[config.mk]
export PLATFORM = sky130hd
export DESIGN_NAME = ps2_rx_fifo
export DESIGN_NICKNAME = d
export VERILOG_FILES = /design/src/rtl/ps2_rx_fifo.sv
export SDC_FILE = /design/constraint.sdc
export NUM_CORES = 1
export LEC_CHECK = 0
export ABC_AREA = 1
export CORE_MARGIN = 2
export CORE_UTILIZATION = 58
export DETAILED_ROUTE_END_ITERATION = 7
export HOLD_SLACK_MARGIN = 0.15
export MAX_ROUTING_LAYER = met4
export PLACE_DENSITY = 0.79
export SLEW_MARGIN = 25
export SYNTH_ARGS = -nofsm -noshare
export SYNTH_HDL_FRONTEND = slang
export SYNTH_SLANG_ARGS = --single-unit
[constraint.sdc]
create_clock -name clk -period 2.8 [get_ports clk]
set_clock_uncertainty 0.05 [all_clocks]
set_input_delay 0.7 -clock clk [delete_from_list [all_inputs] [get_ports clk]]
set_output_delay 0.7 -clock clk [all_outputs]
set_load 0.01 [all_outputs]
[src/rtl/ps2_rx_fifo.sv]
// ---------------------------------------------------------------------------
// ps2_rx_fifo
// PS/2 keyboard receiver. It synchronises and deglitches the PS/2 clock and
// frames 11-bit packets (start, 8 data LSB first, odd parity, stop). Good
// bytes go into a first-word-fall-through FIFO and into a HIST-byte history
// register. Parity, framing, overflow and watchdog errors are sticky flags.
//
// Optional feature macro: PS2_TIMEOUT_EN adds a frame watchdog. Without it,
// timeout is tied to 0.
//
// Ports:
//   clk, rst_n     system clock, asynchronous active-low reset
//   ps2_clk        PS/2 clock pin (asynchronous)
//   ps2_data       PS/2 data pin (asynchronous)
//   rd             pop request; ignored when the FIFO is empty
//   err_clr        clears all sticky flags; a set in the same cycle wins
//   dout           FIFO head byte; valid while !empty, 0 when empty
//   empty, full    FIFO status
//   count          FIFO occupancy, 0..DEPTH
//   code           history of accepted bytes, newest byte in the top 8 bits
//   parity_err     sticky: a frame failed odd parity
//   frame_err      sticky: a frame had stop bit = 0
//   overflow       sticky: a byte was dropped because the FIFO was full
//   timeout        sticky: the watchdog aborted a frame
// ---------------------------------------------------------------------------
module ps2_rx_fifo #(
   parameter int DEPTH          = 8,
   parameter int SYNC_STAGES    = 2,
   parameter int FILTER_LEN     = 4,
   parameter int HIST           = 2,
   parameter int TIMEOUT_CYCLES = 50000
) (
   input  logic                     clk,
   input  logic                     rst_n,
   input  logic                     ps2_clk,
   input  logic                     ps2_data,
   input  logic                     rd,
   input  logic                     err_clr,
   output logic [7:0]               dout,
   output logic                     empty,
   output logic                     full,
   output logic [$clog2(DEPTH):0]   count,
   output logic [8*HIST-1:0]        code,
   output logic                     parity_err,
   output logic                     frame_err,
   output logic                     overflow,
   output logic                     timeout
);

   localparam int AW = $clog2(DEPTH);
   localparam int CW = AW + 1;
   localparam int FW = $clog2(FILTER_LEN + 1);
   localparam logic [FW-1:0] FILT_MAX = FW'(FILTER_LEN - 1);
   localparam logic [CW-1:0] FULL_CNT = CW'(DEPTH);

   // ------------------------------------------------------------------
   // Pin synchronisers (reset to the idle-high line level)
   // ------------------------------------------------------------------
   logic [SYNC_STAGES-1:0] clk_sync_reg;
   logic [SYNC_STAGES-1:0] data_sync_reg;
   logic                   clk_s;
   logic                   data_s;

   always_ff @(posedge clk or negedge rst_n) begin
      if (!rst_n) begin
         clk_sync_reg  <= '1;
         data_sync_reg <= '1;
      end else begin
         clk_sync_reg  <= {clk_sync_reg[SYNC_STAGES-2:0], ps2_clk};
         data_sync_reg <= {data_sync_reg[SYNC_STAGES-2:0], ps2_data};
      end
   end

   assign clk_s  = clk_sync_reg[SYNC_STAGES-1];
   assign data_s = data_sync_reg[SYNC_STAGES-1];

   // ------------------------------------------------------------------
   // Clock deglitch filter: the filtered clock follows only after
   // FILTER_LEN consecutive disagreeing samples; any agreement restarts it.
   // ------------------------------------------------------------------
   logic          filt_reg;
   logic          filt_d_reg;
   logic [FW-1:0] filt_cnt_reg;
   logic          fall;

   always_ff @(posedge clk or negedge rst_n) begin
      if (!rst_n) begin
         filt_reg     <= 1'b1;
         filt_d_reg   <= 1'b1;
         filt_cnt_reg <= '0;
      end else begin
         filt_d_reg <= filt_reg;
         if (clk_s != filt_reg) begin
            if (filt_cnt_reg == FILT_MAX) begin
               filt_reg     <= clk_s;
               filt_cnt_reg <= '0;
            end else begin
               filt_cnt_reg <= filt_cnt_reg + FW'(1);
            end
         end else begin
            filt_cnt_reg <= '0;
         end
      end
   end

   // One-cycle pulse in the cycle after the filtered clock drops.
   assign fall = filt_d_reg & ~filt_reg;

   // ------------------------------------------------------------------
   // Frame state machine
   // ------------------------------------------------------------------
   typedef enum logic [1:0] {S_IDLE, S_DATA, S_PARITY, S_STOP} state_t;

   state_t      state_reg, state_next;
   logic [2:0]  bit_cnt_reg, bit_cnt_next;
   logic [7:0]  shift_reg, shift_next;
   logic        par_reg, par_next;
   logic        accept;
   logic        set_parity;
   logic        set_frame;
   logic        wd_expire;

   always_ff @(posedge clk or negedge rst_n) begin
      if (!rst_n) begin
         state_reg   <= S_IDLE;
         bit_cnt_reg <= '0;
         shift_reg   <= '0;
         par_reg     <= 1'b0;
      end else begin
         state_reg   <= state_next;
         bit_cnt_reg <= bit_cnt_next;
         shift_reg   <= shift_next;
         par_reg     <= par_next;
      end
   end

   always_comb begin
      state_next   = state_reg;
      bit_cnt_next = bit_cnt_reg;
      shift_next   = shift_reg;
      par_next     = par_reg;
      accept       = 1'b0;
      set_parity   = 1'b0;
      set_frame    = 1'b0;
      if (fall) begin
         case (state_reg)
            S_IDLE: begin
               // A high start bit is noise; stay idle without flagging.
               if (!data_s) begin
                  state_next   = S_DATA;
                  bit_cnt_next = 3'd0;
               end
            end
            S_DATA: begin
               shift_next   = {data_s, shift_reg[7:1]};
               bit_cnt_next = bit_cnt_reg + 3'd1;
               if (bit_cnt_reg == 3'd7) begin
                  state_next = S_PARITY;
               end
            end
            S_PARITY: begin
               par_next   = data_s;
               state_next = S_STOP;
            end
            S_STOP: begin
               state_next = S_IDLE;
               if (!data_s) begin
                  set_frame = 1'b1;
               end else if (^{shift_reg, par_reg} == 1'b0) begin
                  set_parity = 1'b1;
               end else begin
                  accept = 1'b1;
               end
            end
            default: state_next = S_IDLE;
         endcase
      end
      // Watchdog never fires in a fall cycle, so it cannot race an accept.
      if (wd_expire) begin
         state_next = S_IDLE;
      end
   end

   // ------------------------------------------------------------------
   // Optional frame watchdog
   // ------------------------------------------------------------------
`ifdef PS2_TIMEOUT_EN
   localparam int WW = $clog2(TIMEOUT_CYCLES);
   localparam logic [WW-1:0] WD_MAX = WW'(TIMEOUT_CYCLES - 1);

   logic [WW-1:0] wd_cnt_reg;
   logic          timeout_reg;

   always_ff @(posedge clk or negedge rst_n) begin
      if (!rst_n) begin
         wd_cnt_reg <= '0;
      end else if (state_reg == S_IDLE || fall) begin
         wd_cnt_reg <= '0;
      end else begin
         wd_cnt_reg <= wd_cnt_reg + WW'(1);
      end
   end

   assign wd_expire = (state_reg != S_IDLE) && !fall && (wd_cnt_reg == WD_MAX);

   always_ff @(posedge clk or negedge rst_n) begin
      if (!rst_n) begin
         timeout_reg <= 1'b0;
      end else begin
         timeout_reg <= wd_expire | (timeout_reg & ~err_clr);
      end
   end

   assign timeout = timeout_reg;
`else
   assign wd_expire = 1'b0;
   assign timeout   = 1'b0;
`endif

   // ------------------------------------------------------------------
   // Sticky error flags
   // ------------------------------------------------------------------
   logic parity_err_reg;
   logic frame_err_reg;
   logic overflow_reg;
   logic push;
   logic pop;
   logic drop;

   assign push = accept & (~full | rd);
   assign drop = accept & full & ~rd;
   assign pop  = rd & ~empty;

   always_ff @(posedge clk or negedge rst_n) begin
      if (!rst_n) begin
         parity_err_reg <= 1'b0;
         frame_err_reg  <= 1'b0;
         overflow_reg   <= 1'b0;
      end else begin
         parity_err_reg <= set_parity | (parity_err_reg & ~err_clr);
         frame_err_reg  <= set_frame  | (frame_err_reg  & ~err_clr);
         overflow_reg   <= drop       | (overflow_reg   & ~err_clr);
      end
   end

   assign parity_err = parity_err_reg;
   assign frame_err  = frame_err_reg;
   assign overflow   = overflow_reg;

   // ------------------------------------------------------------------
   // History register; updated on every accepted byte, even one the
   // FIFO has to drop.
   // ------------------------------------------------------------------
   logic [8*HIST-1:0] code_reg;
   logic [8*HIST-1:0] code_next;

   generate
      if (HIST == 1) begin : g_hist_one
         assign code_next = shift_reg;
      end else begin : g_hist_many
         assign code_next = {shift_reg, code_reg[8*HIST-1:8]};
      end
   endgenerate

   always_ff @(posedge clk or negedge rst_n) begin
      if (!rst_n) begin
         code_reg <= '0;
      end else if (accept) begin
         code_reg <= code_next;
      end
   end

   assign code = code_reg;

   // ------------------------------------------------------------------
   // FWFT FIFO. Pointers are AW bits wide and wrap naturally because
   // DEPTH is a power of two. On a full push+pop the write lands on the
   // slot being vacated in the same edge.
   // ------------------------------------------------------------------
   logic [7:0]    mem [DEPTH];
   logic [AW-1:0] wr_ptr_reg;
   logic [AW-1:0] rd_ptr_reg;
   logic [CW-1:0] count_reg;

   always_ff @(posedge clk) begin
      if (push) begin
         mem[wr_ptr_reg] <= shift_reg;
      end
   end

   always_ff @(posedge clk or negedge rst_n) begin
      if (!rst_n) begin
         wr_ptr_reg <= '0;
         rd_ptr_reg <= '0;
         count_reg  <= '0;
      end else begin
         if (push) begin
            wr_ptr_reg <= wr_ptr_reg + AW'(1);
         end
         if (pop) begin
            rd_ptr_reg <= rd_ptr_reg + AW'(1);
         end
         case ({push, pop})
            2'b10:   count_reg <= count_reg + CW'(1);
            2'b01:   count_reg <= count_reg - CW'(1);
            default: count_reg <= count_reg;
         endcase
      end
   end

   assign empty = (count_reg == '0);
   assign full  = (count_reg == FULL_CNT);
   assign count = count_reg;
   assign dout  = empty ? 8'h00 : mem[rd_ptr_reg];

endmodule

==> Implementation_results.wiki <==
{| class="wikitable"
! Metric !! Value
|-
| Initial standard-cell utilization of the core || 60.4%
|-
| Flops & latches, synth || 116
|-
| Detail-routed net length per standard cell || between 15 and 20 um
|-
| Max incr delay on CP || 450 ps
|-
| Area of the core || 8300 um2
|-
| Worst setup path category || flip-flop to output pin
|-
| Worst slew pin tran || around 600 ps
|-
| Clock tree root driver cell || sky130_fd_sc_hd__clkbuf_8
|-
| Hold Crit Class || flip-flop to flip-flop
|-
| Core Rows || 33
|-
| Area overhead of the layout relative to synthesis || 28.9%
|-
| Share of post-route cells with drive strength above 1 || between 20% and 30%
|-
| Pre-antenna DRT Iters || 5
|-
| Final core utilization || between 70 and 80%
|-
| Hold violation count in the final report || 0
|-
| Stages on worst setup path || 7
|-
| Number of flops mapped to enable cells by yosys || 64
|-
| Tcrit/Tclk final || 101%
|-
| Switch Pwr || 2.71 mW
|-
| Data arrival time at the worst-slack endpoint || just over 2000 ps
|-
| Pin count of the biggest net entering global routing || 29
|-
| Switching share of total power || 37.7%
|-
| Leakage Power || roughly 2.7 nW
|-
| HPWL Detailed || 6960 um
|-
| Adder-Cell Fraction of Synth Area || roughly 3.0%
|-
| Mapped Cells || between 400 and 500
|-
| Async SR Flop Fraction || 44.8%
|-
| Antenna violations before repair || 0
|-
| Post-synthesis sequential area ratio || 64.4%
|-
| Post-Synthesis Net Count || 480
|-
| Mean post-synth cell area || 10.9 um2
|-
| Area of placed instances || 5660 um2
|-
| Most frequent standard cell in the layout excluding fill and tap cells || sky130_fd_sc_hd__nand2_1
|-
| Detailed Route WL || 12700 um
|-
| Combined buffer and inverter count along the critical path || 3
|-
| Post-synthesis cell type count || 34
|-
| Clk sink count || 116
|-
| Die area || 9410 um2
|-
| Maximum VDD drop || 619 uV
|-
| Run status || complete, but fails checks
|-
| Area fraction in and, or, nand and nor cells after synthesis || 18.2%
|-
| Clock network fraction of total power || 29.6%
|-
| Number of warnings printed during yosys synthesis || 0
|-
| Top cells by area in the synthesized netlist || sky130_fd_sc_hd__edfxtp_1, sky130_fd_sc_hd__dfrtp_1, sky130_fd_sc_hd__nand2_1
|-
| Slowest-stage cell, CP || sky130_fd_sc_hd__dfrtp_2
|-
| Violated checks || negative setup slack
|-
| Power share of the sequential group || roughly 33%
|-
| XOR/XNOR Fraction of Synth Area || 1.22%
|-
| Hold WS || just over 300 ps
|-
| Cell area after technology mapping || 5020 um2
|-
| Main combinational cell family by area after synthesis || simple AND/OR/NAND/NOR gates
|-
| Element type at the critical path end || output pin
|-
| Max Clock Freq || 0.355 GHz
|-
| Via count of the first global-routing pass || 4031
|-
| Number of max-capacitance violations reported || 0
|-
| Cts bufs inserted || 17
|-
| Slew Limit Headroom || about three fifths
|-
| Antenna Cells || 0
|-
| Unrepaired setup endpoints after global routing || yes
|-
| Top fanout value on the critical path || 5
|-
| Grt ovf || 0
|-
| Number of primary I/O pins || 40
|-
| Routability Congestion || 0.822
|-
| Post-route cell area || ~6500 um2
|-
| Max reg flops || 64
|-
| Die Y || 97.0 um
|-
| Most prevalent standard cell on the critical path || sky130_fd_sc_hd__nor2_1
|-
| Vias per Instance || 5.91
|-
| Most common flop cell mapped by yosys || sky130_fd_sc_hd__edfxtp_1
|-
| Design internal power || around 4.5 mW
|-
| Vias after detailed routing || 3931
|-
| Crit path required time || between 2000 and 2500 ps
|-
| Critical path, cell by cell || buf_6, buf_4, nor2_1, o32ai_2, o21ai_2, nor2_1, dlygate4sd2_1
|-
| Max clock buf depth || 2
|-
| Setup ws final || -14.9 ps
|-
| Multiplexer share of the synthesized area || 0.449%
|-
| Leading area contributor after synthesis || sky130_fd_sc_hd__edfxtp_1
|-
| Minimum clock period || 2810 ps
|-
| Most frequent cells in the layout || sky130_fd_sc_hd__nand2_1, sky130_fd_sc_hd__nor2_1, sky130_fd_sc_hd__edfxtp_1
|-
| Antenna-violating nets left || 0
|-
| Final number of max-transition violations || 0
|-
| Power density normalized to cell area || 1110 nW/um2
|-
| Final setup vio count || 2
|-
| Buffers added on ports || 38
|-
| Chip Width || 97.0 um
|-
| Source-to-sink clock delay at the later pin of the worst-skew pair || 520 ps
|-
| Fraction of the mapped netlist area in compound gates || 8.63%
|-
| Post-CTS clock slew at the launch and capture registers of the worst setup and hold paths || 60 ps
|-
| Nets@finish || 565
|-
| Wire length of the first global-routing pass || ~20000 um
|-
| Aggregate global-route resource usage || about 28%
|-
| Area share of the leading cell type in the synthesized netlist || 38.3%
|-
| Post-layout power || 7.19 mW
|-
| Remaining routing DRC violations || 0
|-
| # H-tree levels || 4
|-
| Startpoint type of the worst setup path || flip-flop
|-
| Starting DRC count in detailed routing || 370
|-
| Critical path's top delay family || buffers and inverters
|-
| TritonCTS clock tree || yes
|-
| Combinational Power Share || between 30% and 40%
|-
| Worst hold stages || 0
|-
| Logic depth of the worst register-to-register path || 17
|}
## logic make-up (layout without fill, tap and decap cells)
| group | after synthesis | count (layout) |
|---|---|---|
| buf+inv | 46 | 144 |
| other cells | 1 | 1 |
| mux | 2 | 2 |
| simple gates | 211 | 211 |
| compound gates | 67 | 67 |
| flops | 116 | 116 |
| xor+xnor | 7 | 7 |
| fa+ha+maj | 12 | 12 |
## worst paths after layout
kind | startpoint | endpoint | slack, ps
setup / recovery | rd_ptr_reg[0] | dout[1] | -10
hold / removal | clk_sync_reg[0] | clk_sync_reg[1] | 310
setup reg to reg | shift_reg[6] | count[2] | 190
hold reg to reg | clk_sync_reg[0] | clk_sync_reg[1] | 310
max in group asynchronous | rst_n | data_sync_reg[0] | 1310
min in group asynchronous | rst_n | bit_cnt_reg[2] | 680
## per-stage QoR
step / TNS, ps / worst slack, ps / std cells
final: -26.8 / -14.9 / 665
after global routing: -127 / -52.8 / 665
after CTS: -65.5 / -65.5 / 652
after detailed placement: -18.0 / -18.0 / 615
after global placement: 0 / 151 / 615
after floorplan: 0 / 296 / 462
## power by group through the flow
stage          clock (mW)  combinational, mW  sequential (mW)
2_1_floorplan           0               1.42             2.34
3_3_place_gp            0               2.24             2.32
3_5_place_dp            0               2.34             2.34
4_1_cts              2.13               2.48             2.33
5_1_grt              2.22               2.94             2.36
6_report             2.13               2.72             2.34
## cells in the mapped netlist, drive strengths merged (4+ instances only)
cell / number
clkbuf: 9
dfstp: 6
buf: 8
o21ai: 44
a21oi: 5
nand4: 5
o32ai: 16
edfxtp: 64
inv: 29
dfrtp: 46
nor2: 82
nand3: 18
ha: 12
nand2: 99
xor2: 4
## per-layer routing
| layer | share of wire [%] | global-route usage, % | vias to the layer above |
|---|---|---|---|
| li1 | - | - | 1752 |
| met1 | 38 | 31.8 | 1925 |
| met2 | 52 | 47.3 | 201 |
| met3 | 6.4 | 6.07 | 53 |
| met4 | 3.9 | 14.0 | 0 |
| met5 | 0 | - | - |
## timing repair
item | CTS | global route
setup buffers | 3 | 12
endpoints found under the hold margin | 9 | 0
resized for setup | 40 | 27
setup endpoints to repair | 10 | 12
gates cloned | 1 | 1
hold buffers | 1 | 0
pin swaps | 1 | 4
## layout make-up
class	count	area (um2)
multi-input cells	300	1670
clock buffers	17	414
clock inverters	15	170
repair buffers	83	732
well taps	105	131
flip-flops and latches	116	3240
fillers	473	1840
inverters	29	111
Power figures use the tool's default switching activity.
==> edit 1, RTL diff (config.mk and constraints unchanged) <==
Encoding of `state_t`: now Gray code (2 bits for 4 states).
--- a/src/rtl/ps2_rx_fifo.sv
+++ b/src/rtl/ps2_rx_fifo.sv
@@ -109,7 +109,7 @@
    // ------------------------------------------------------------------
    // Frame state machine
    // ------------------------------------------------------------------
-   typedef enum logic [1:0] {S_IDLE, S_DATA, S_PARITY, S_STOP} state_t;
+   typedef enum logic [1:0] {S_IDLE = 2'b00, S_DATA = 2'b01, S_PARITY = 2'b11, S_STOP = 2'b10} state_t;
 
    state_t      state_reg, state_next;
    logic [2:0]  bit_cnt_reg, bit_cnt_next;
Check against the original RTL: same outputs for any inputs over 10 cycles, from zero or initial values and one cycle with rst_n low; not proved beyond that.
==> edit 1 against the unedited design <==
Non-clock buffer count decreased by 11; sequential share of layout area increased by 1.6 points; sequential cell count unchanged; utilization decreased by 1.7 points; power decreased by 7.8%; area after synthesis decreased by 1.6%; combinational power decreased by 18%; design area decreased by 3.2%; wire length decreased by 14%; die area decreased by 1.5%; worst setup slack improved by 0.074 ns; critical path type unchanged; critical endpoint is now dout[6]; largest cell class unchanged; largest power group is now sequential cells; highest routed layer unchanged.
==> edit 1: results (changes against the unedited design) <==
* Syn avg cell area at 10.8 um^2 (-0.30%)
* Metal3 WL at 469 um (-42%)
* Max-slew headroom at 0.562 (-0.0357)
* Routed WL at 10.9 mm (-14%)
* Synth unique cells at 32 (-5.9%)
* Net count, final at 544 (-3.7%)
* Critical Path AT at 1.99 ns (-0.07 ns)
* Commonest cells post-synth: 94 x nand2_1, 82 x nor2_1, 64 x edfxtp_1
* Fillers at 509 (+7.6%)
* Vias in the first global route at 3,642 (-9.7%)
* Layout cell share with drive strength beyond 1 at 0.206 (-0.0420)
* Final std cells w/o fill at 648 (-2.6%)
* Global-route wire length before repair at 17.7 mm (-11%)
* DRT met1 WL at 4.63 mm (-3.6%)
* GRT Total Usage at 0.271 (-0.00983)
* Via-to-Cell Ratio at 5.60 (-5.3%)
* Max VDD drop at 0.546 mV (-12%)
* Met2 WL post-DR at 5.55 mm (-16%)
* Sequential area share after synthesis at 0.654 (+0.0104)
* Outcome: complete, no violations
* DRT iter0 DRCs at 185 (-50%)
* GPL Wtd Cong at 0.840 (+2.1%)
* Synth Net Count at 470 (-2.1%)
* Leakage at 0.00263 uW (-4.3%)
* Tightest Hold Check Type: in -> async
-- edit 1: routing by layer --
layer,track usage,vias up
met3,0.0728,17
met1,0.329,1788
met2,0.434,115
met5,-,-
li1,-,1709
met4,0.106,0
-- edit 1: layout make-up --
type / count / area (um^2) / share of cell area
Tap cell: 105 / 131 / 0.0210
Multi-Input combinational cell: 296 / 1570 / 0.250
Sequential cell: 116 / 3240 / 0.517
Inverter: 27 / 101 / 0.0162
Timing Repair Buffer: 72 / 643 / 0.103
Clock buffer: 20 / 425 / 0.0680
Clock inverter: 12 / 155 / 0.0248
-- edit 1: worst max-delay path, cell delays in order (launching register included) --
cell	delay (ns)
dfrtp_2	0.41
inv_2	0.07
buf_4	0.13
buf_4	0.15
nor2_1	0.17
o32ai_2	0.11
nor2_1	0.10
nor2_1	0.05
dlygate4sd2_1	0.28
-- edit 1: logic make-up after synthesis --
| family | share of synthesized area |
|---|---|
| and+or+nand+nor | 0.181 |
| AOI/OAI and AO/OA | 0.0859 |
| DFF | 0.654 |
| buffers and inverters | 0.0390 |
| other | 0.000760 |
| xor gates and xnor gates | 0.0142 |
| adders and majority gates | 0.0203 |
| muxes | 0.00456 |
-- edit 1: worst paths after layout --
| check | startpoint | to | slack, ns | cells after the start |
|---|---|---|---|---|
| max | rd_ptr_reg[0] | dout[6] | 0.06 | 8 |
| min | rst_n | filt_cnt_reg[0] | 0.24 | 2 |
| max reg2reg | shift_reg[4] | count[2] | 0.23 | 16 |
| min reg2reg | data_sync_reg[0] | data_sync_reg[1] | 0.31 | 0 |
| max in group asynchronous | rst_n | shift_reg[2] | 1.98 | 2 |
| min in group clk | data_sync_reg[0] | data_sync_reg[1] | 0.31 | 0 |
-- edit 1: stage by stage --
| stage | instance area, um^2 | power [uW] | utilization | TNS, ns |
|---|---|---|---|---|
| 2_1_floorplan | 4940 | 3530 | - | 0 |
| 3_3_place_gp | 5570 | 4300 | 0.678 | 0 |
| 3_5_place_dp | 5570 | 4400 | 0.678 | 0 |
| 4_1_cts | 6200 | 6570 | 0.754 | -0.544 |
| 5_1_grt | 6260 | 7000 | 0.762 | -0.0988 |
| 6_report | 6260 | 6630 | 0.762 | 0 |
-- edit 1: power breakdown --
part           internal [uW]  switching (uW)  leakage [uW]
combinational            949            1300       0.00110
clock                   1360             754      0.000280
sequential              2050             221       0.00125
-- edit 1: what timing repair did --
action | in CTS | in global routing
resized for setup | 12 | 24
pin swaps | 0 | 1
setup endpoints to repair | 8 | 12
setup buffers | 3 | 3
==> edit 2, RTL diff (same settings) <==
Without the edit above. Add a define of `PS2_TIMEOUT_EN`.
--- a/src/rtl/ps2_rx_fifo.sv
+++ b/src/rtl/ps2_rx_fifo.sv
@@ -23,6 +23,8 @@
 //   overflow       sticky: a byte was dropped because the FIFO was full
 //   timeout        sticky: the watchdog aborted a frame
 // ---------------------------------------------------------------------------
+`define PS2_TIMEOUT_EN
+
 module ps2_rx_fifo #(
    parameter int DEPTH          = 8,
    parameter int SYNC_STAGES    = 2,
Behaviour: no difference found for any inputs over 10 cycles, from zero or initial values and one cycle with rst_n low; that may be too few to reach the edited logic, so the function may still have changed.
==> edit 2 against the unedited design <==
Design area increased by 11%; sequential cell count increased by 17; final cell count increased by 18%; power increased by 1.8%; worst setup slack improved by 0.13 ns; hold slack got worse by 0.15 ns; synthesized cell count increased by 23%; area after synthesis increased by 17%; wire length decreased by 1.1%; highest routed layer unchanged.
==> edit 2: results (changes against the unedited design) <==
* Outcome: complete, no violations
* GPL Wtd Cong at 0.831 (+1.1%)
* Critical Path AT at 1.93 ns (-0.13 ns)
* Reg-to-Reg Start: shift_reg[0]
* Sequential area share after synthesis at 0.625 (-0.0188)
* Post-Place Cells at 747 (+21%)
* Largest register FFs at 64 (unchanged)
* Port bufs at 39 (+2.6%)
* Max-slew headroom at 0.573 (-0.0244)
* Global-route wire length before repair at 21.2 mm (+6.9%)
* Crit path launch: count[1]
* Yosys warns at 0 (unchanged)
* Max VDD drop at 0.521 mV (-16%)
* Largest net degree at the start of global routing at 70 (+140%)
* Mapped Cells at 568 (+23%)
* DRT iter0 DRCs at 270 (-27%)
* Tightest Hold Check Type: in -> async
* Via total after detailed routing at 4,286 (+9.0%)
* Net count, final at 655 (+16%)
* Synth Net Count at 587 (+22%)
* Commonest cells post-synth: 107 x nand2_1, 97 x nor2_1, 64 x edfxtp_1
* Routed WL at 12.6 mm (-1.1%)
* GRT Total Usage at 0.254 (-0.0269)
* Synth unique cells at 38 (+12%)
* Routed wire length per instance at 16.1 um (-16%)
* TritonCTS buffer count at 17 (unchanged)
* Max FO, Critical Path at 6 (+1)
* Layout cell share with drive strength beyond 1 at 0.182 (-0.0664)
* Leakage at 0.00306 uW (+11%)
* Vias in the first global route at 4,441 (+10%)
* Final HPWL from detailed placement at 8.09 mm (+16%)
[edit 2: logic make-up after synthesis]
kind of cell	after synthesis	share of synthesized area
buffers and inverters	67	0.0479
muxes	2	0.00385
and+or+nand+nor	258	0.188
xor gates and xnor gates	8	0.0120
DFF	133	0.625
AOI/OAI and AO/OA	87	0.0950
adders and majority gates	13	0.0278
[edit 2: what timing repair did]
item | CTS | global route
hold buffers | 0 | 0
setup endpoints to repair | 9 | 12
pin swaps | 0 | 2
buffers inserted | 1 | 1
cloned | 1 | 0
gates resized for setup | 16 | 30
[edit 2: critical path, cell delays in order, from the launching register on]
cell and delay (ns):
dfrtp_1 0.45, nor2_1 0.13, inv_1 0.08, nor3_2 0.18
clkdlybuf4s50_1 0.58
[edit 2: worst paths after layout]
check	depth (start not counted)	slack [ns]	endpoint
max in group asynchronous	2	2.23	data_sync_reg[0]
worst min-delay path	2	0.15	filt_cnt_reg[0]
worst min register to register	0	0.31	data_sync_reg[1]
worst max-delay path	4	0.12	full
worst max register to register	16	0.16	count[2]
min in group clk	0	0.31	data_sync_reg[1]
[edit 2: routing by layer]
| metal | up-vias | share of wire | GRT usage |
|---|---|---|---|
| met5 | - | 0 | - |
| met4 | 0 | 0.014 | 0.0936 |
| met3 | 22 | 0.057 | 0.0614 |
| met2 | 148 | 0.50 | 0.403 |
| met1 | 2060 | 0.43 | 0.320 |
| li1 | 2056 | - | - |
[edit 2: power by group]
part	switching, uW	internal (uW)
clock network	802	1490
logic	1490	954
registers	248	2330
[edit 2: layout make-up]
class                      instances  area (um^2)
sequential                       133         3660
fill                             620         2570
multi-input combinational        368         1950
timing repair buffer              66          608
clock buffer                      20          445
inverter                          50          188
clock inverter                    12          178
tap                              133          166
[edit 2: metrics by stage]
step	TNS [ns]	worst slack, ns	util	area [um^2]	power [uW]
3_5_place_dp	-0.0229	-0.0229	0.666	6510	4960
6_report	0	0.119	0.737	7200	7320
5_1_grt	-0.0156	-0.0107	0.737	7200	7730
3_3_place_gp	0	0.130	0.666	6510	4820
2_1_floorplan	0	0.240	-	5850	4050
4_1_cts	-0.00234	-0.00234	0.735	7180	7300
